## config.mk

```make
export PLATFORM = sky130hd
export DESIGN_NAME = mux_scan_serializer
export DESIGN_NICKNAME = d
export VERILOG_FILES = /design/src/rtl/mux_scan_serializer_pkg.sv /design/src/rtl/mux_scan_serializer_scan_counter.sv /design/src/rtl/mux_scan_serializer.sv
export SDC_FILE = /design/constraint.sdc
export NUM_CORES = 1
export LEC_CHECK = 0
export BUFFER_PORTS_ARGS = -buffer_cell sky130_fd_sc_hd__buf_2
export CAP_MARGIN = 25
export CORE_AREA = 5 5 104 106
export DETAILED_ROUTE_END_ITERATION = 7
export DIE_AREA = 0 0 109 111
export PLACE_DENSITY = 0.41
export SYNTH_ARGS = -nofsm -noshare
export SYNTH_HDL_FRONTEND = slang
export SYNTH_HIERARCHICAL = 1
export SYNTH_SLANG_ARGS = --single-unit
```

## constraint.sdc

```tcl
create_clock -name clk -period 2.6 [get_ports clk]
set_clock_uncertainty 0.1 [all_clocks]
set_input_delay 0.26 -clock clk [delete_from_list [all_inputs] [get_ports clk]]
set_output_delay 0.26 -clock clk [all_outputs]
set_load 0.02 [all_outputs]
```

## src/rtl/mux_scan_serializer_pkg.sv

```systemverilog
// Shared constants, FSM encoding and select-origin helper for the mux scan serializer.
package mux_scan_serializer_pkg;

  localparam int unsigned WIDTH = 16;
  localparam int unsigned SEL_W = 4;

  typedef enum logic [1:0] {
    StIdle = 2'd0,
    StScan = 2'd1,
    StLast = 2'd2
  } state_e;

  // Select index the scan starts from: 0 for LSB-first, width-1 for MSB-first.
  function automatic int unsigned first_index(input bit msb_first,
                                              input int unsigned width = WIDTH);
    return msb_first ? width - 1 : 0;
  endfunction

endpackage

```

## src/rtl/mux_scan_serializer_scan_counter.sv

```systemverilog
// Select/bit-counter pair: reloads to the first index on load, steps while enabled.
module mux_scan_serializer_scan_counter
  import mux_scan_serializer_pkg::*;
#(
  parameter int unsigned WIDTH     = 16,
  parameter int unsigned SEL_W     = 4,
  parameter bit          MSB_FIRST = 1'b0
) (
  input  logic             clk,
  input  logic             rst,
  input  logic             load,
  input  logic             step,
  output logic [SEL_W-1:0] s,
  output logic [SEL_W:0]   cnt
);

  localparam logic [SEL_W-1:0] FIRST = SEL_W'(first_index(MSB_FIRST, WIDTH));

  always_ff @(posedge clk or posedge rst) begin
    if (rst) begin
      s   <= FIRST;
      cnt <= '0;
    end else if (load) begin
      s   <= FIRST;
      cnt <= '0;
    end else if (step) begin
      cnt <= cnt + 1'b1;
      s   <= MSB_FIRST ? s - 1'b1 : s + 1'b1;
    end
  end

endmodule

```

## src/rtl/mux_scan_serializer.sv

```systemverilog
// Drives a latched word into an external 16:1 mux, scans its select and serializes the
// mux output, reassembling the stream into rx_word for loopback checking.
module mux_scan_serializer
  import mux_scan_serializer_pkg::*;
#(
  parameter int unsigned WIDTH     = 16,
  parameter int unsigned SEL_W     = 4,
  parameter bit          MSB_FIRST = 1'b0
) (
  input  logic             clk,
  input  logic             rst,
  input  logic             start,
  input  logic [WIDTH-1:0] data_in,
  input  logic             hold,
  output logic [SEL_W-1:0] s,
  output logic [WIDTH-1:0] in,
  input  logic             out,
  output logic             serial_out,
  output logic             serial_valid,
  output logic             busy,
  output logic             done,
  output logic [WIDTH-1:0] rx_word
);

  localparam int unsigned CNT_W = SEL_W + 1;
  // Count value on the edge that samples bit WIDTH-2; the final bit is taken in StLast.
  localparam logic [CNT_W-1:0] PENULT = CNT_W'(WIDTH - 2);

  state_e           state;
  logic [SEL_W:0]   cnt;
  logic             load;
  logic             step;

  assign load = (state == StIdle) && start;
  assign step = (state == StScan) && !hold;

  mux_scan_serializer_scan_counter #(
    .WIDTH     (WIDTH),
    .SEL_W     (SEL_W),
    .MSB_FIRST (MSB_FIRST)
  ) u_scan_counter (
    .clk  (clk),
    .rst  (rst),
    .load (load),
    .step (step),
    .s    (s),
    .cnt  (cnt)
  );

  always_ff @(posedge clk or posedge rst) begin
    if (rst) begin
      state        <= StIdle;
      in           <= '0;
      serial_out   <= 1'b0;
      serial_valid <= 1'b0;
      busy         <= 1'b0;
      done         <= 1'b0;
      rx_word      <= '0;
    end else begin
      serial_valid <= 1'b0;
      done         <= 1'b0;
      unique case (state)
        StIdle: begin
          if (start) begin
            in      <= data_in;
            rx_word <= '0;
            busy    <= 1'b1;
            state   <= StScan;
          end
        end
        StScan: begin
          if (!hold) begin
            serial_out   <= out;
            serial_valid <= 1'b1;
            rx_word[s]   <= out;
            if (cnt == PENULT) state <= StLast;
          end
        end
        StLast: begin
          serial_out   <= out;
          serial_valid <= 1'b1;
          rx_word[s]   <= out;
          done         <= 1'b1;
          busy         <= 1'b0;
          state        <= StIdle;
        end
        default: state <= StIdle;
      endcase
    end
  end

endmodule

```

==> flow_metrics.tcl <==
set metrics [dict create \
    grt_pass1_wl_um 9540 \
    first_global_vias 1827 \
    place_congestion 0.726 \
    leakagePower_nw 1.33 \
    totalWireLength_um 5720 \
    syn_inst 205 \
    nets 292 \
    fin_crit_ps 2130 \
    antenna_found_initial 0 \
    root_buffer "clkbuf_8" \
    period_share_pct 81.9 \
    grt_usage_pct 9.86 \
    cts_buffers 5 \
    path_clk_slew_ps 90 \
    tns_ps 0 \
    clock_path_buffers 2 \
    synthFlopType "dfrtp_1" \
    ys_ff_latch 47 \
    p_comb_share_pct 41.6 \
    hpwl_um 3720 \
    cp_max_fo 13 \
    drc_errors 0 \
    io_buffers 60 \
    synth_edf_count 0 \
    syn_nets 232 \
    via_count 1774 \
    ctsResizeCount 0 \
    maxSlewHeadroom_pct 45.4 \
    drt_iter0_markers 67 \
    pwr_density_cell_nw_per_um2 929 \
    dp_cells 390 \
    coreArea_um2 9680 \
    rows 36 \
    status "complete, no violations" \
    antenna_left 0 \
    area_growth_pct 22.3 \
    ir_drop_mv 0.198 \
    drv_cap 0 \
    ios 61 \
    layoutNonFillerInstCount 398 \
    cts_tree "built" \
    finalSetupViolCount 0 \
    rsz0062_at_grt "false" \
    synth_cell_types 43 \
    syn_area_um2 2360 \
    switching_power_w 0.00112 \
    fmax_mhz 470 \
    start_util_pct 24.4 \
    dieArea_um2 12100 \
    fin_area_um2 2890 \
    final_cell_mix "60 x buf_2, 47 x dfrtp_1, 18 x inv_1" \
    final_common_cell "buf_2" \
    drt-pass1-iter-count 4 \
    wl_per_cell_um 14.4 \
    path_cells "inv_1, ha_1, a21oi_2, nand4_1, o22ai_1" \
    internal-power_w 0.00156 \
    avgSynthCellArea_um2 11.5 \
    synth.yosys.seq_area_share_pct 49.9 \
    seq_power_share_pct 42.2 \
    placed_area_um2 2790 \
    dieHeight_um 111 \
    grt_max_degree 39 \
    arrival_ps 2230 \
    worstSetupPathType "flop to flop" \
    diodes 0 \
    hp-class "primary input to flop" \
    tightestPinTransition_ps 819 \
    clock-sinks 47 \
    sw_frac_of_total_pct 41.9 \
    die_w_um 109 \
    grt-ovfl-total 0 \
    yosysWarningCount 6 \
    crit_path_start_kind "flop" \
    clkLatencyLatePin_ps 300 \
    worst_path_largest_cell_delay_ps 570 \
    via_per_inst 4.46 \
    drive_gt1_share_pct 32.1 \
    cp_slowest_cell "nand4_1" \
    cp_data_required_time_ps 2700 \
    critPathCaptureType "flop" \
    slew_violations 0 \
    fillers 1003 \
    async_reset_ff_share_pct 100 \
    clkPwrFrac_pct 16.3 \
    hold_violations 0 \
    cts_max_level 2 \
]
[per-layer routing]
metal  up-vias  part of all wire [%]  global-route usage, %
li1        870                     -                      -
met1       861                    46                   12.7
met2        36                    49                   16.1
met3         7                   4.0                   1.75
met5         -                     0                      0
met4         0                   1.5                   4.04
[critical path, delay by kind of cell (launching register included)]
kind                     cells  cell delay (ps)
AO/OA/AOI/OAI                2              590
adder cells (fa/ha/maj)      1              280
buffers and inverters        1               80
flip-flops                   1              410
AND/OR/NAND/NOR              1              570
[power groups by stage]
stage	clock network [W]	logic (W)	registers, W
floorplan	0	0.000620	0.00129
global placement	0	0.00113	0.00114
detailed placement	0	0.00114	0.00115
CTS	0.000458	0.00114	0.00113
global route	0.000475	0.00122	0.00116
finish	0.000436	0.00111	0.00113
[kinds of logic after synthesis]
| logic type | Yosys count | synth area share [%] |
|---|---|---|
| compound gates | 41 | 12.7 |
| xor+xnor | 2 | 0.743 |
| fa+ha+maj | 6 | 3.18 |
| buf+inv | 32 | 5.99 |
| flops | 47 | 49.9 |
| mux | 22 | 10.7 |
| simple gates | 55 | 16.8 |
[synthesized netlist by cell type, types with 2 or more instances]
cell,count,area [um^2]
a211oi_1,12,90.1
a211oi_2,2,25.0
a21bo_2,2,20.0
a21oi_1,2,10.0
and3b_1,2,17.5
buf_2,8,40.0
clkbuf_1,2,7.51
dfrtp_1,47,1180
ha_1,6,75.1
inv_1,18,67.6
mux2_1,17,191
mux2_4,2,30.0
mux2i_1,2,20.0
nand2_1,4,15.0
nand3_1,6,30.0
nand3b_1,2,15.0
nand4_1,6,37.5
nand4_2,2,25.0
nand4b_1,5,43.8
nand4bb_1,6,67.6
nor2_1,8,30.0
nor2b_1,5,31.3
nor3b_1,2,15.0
o21ai_1,3,15.0
o22ai_1,13,81.3
or4b_1,2,20.0
or4b_4,2,27.5
xnor2_1,2,17.5
[registers in the layout, indices dropped and copies added (netlist names)]
name                count
in                     16
u_scan_counter/s        4
done                    1
state                   2
serial_valid            1
busy                    1
serial_out              1
rx_word                16
u_scan_counter/cnt      5
[path summary, 6_finish.rpt]
path | from | to | slack [ps] | cells past startpoint
setup / recovery | state[1] | rx_word[4] | 470 | 5
hold / removal | data_in[4] | in[4] | 70 | 2
setup reg to reg | state[1] | rx_word[4] | 470 | 5
hold reg to reg | in[1] | in[1] | 390 | 1
max in group asynchronous | rst | rx_word[1] | 1520 | 4
min in group asynchronous | rst | u_scan_counter/cnt[1] | 370 | 3
[cell type report]
class,count,area (um^2),area share [%]
multi-input combinational,126,1040,36.1
sequential,47,1180,40.8
clock inverter,2,13.8,0.477
inverter,19,71.3,2.47
tap,133,166,5.77
timing repair buffer,66,348,12.1
clock buffer,5,68.8,2.39
[what timing repair did]
item | in CTS | in global routing
setup buffers | 0 | 0
endpoints found under the hold margin | 9 | 0
hold buffers | 1 | 0
[per-stage QoR]
stage / util (%) / worst slack [ps] / total power, W / hold slack (ps)
final: 29.8 / 471 / 0.00268 / 67.6
after CTS: 29.8 / 443 / 0.00273 / 57.1
after global placement: 28.8 / 552 / 0.00228 / 163
after detailed placement: 28.8 / 471 / 0.00228 / 169
after global routing: 29.8 / 227 / 0.00286 / 66.8
after floorplan: - / 723 / 0.00191 / -12.1
Note: power is estimated with default switching activity, not from simulation.
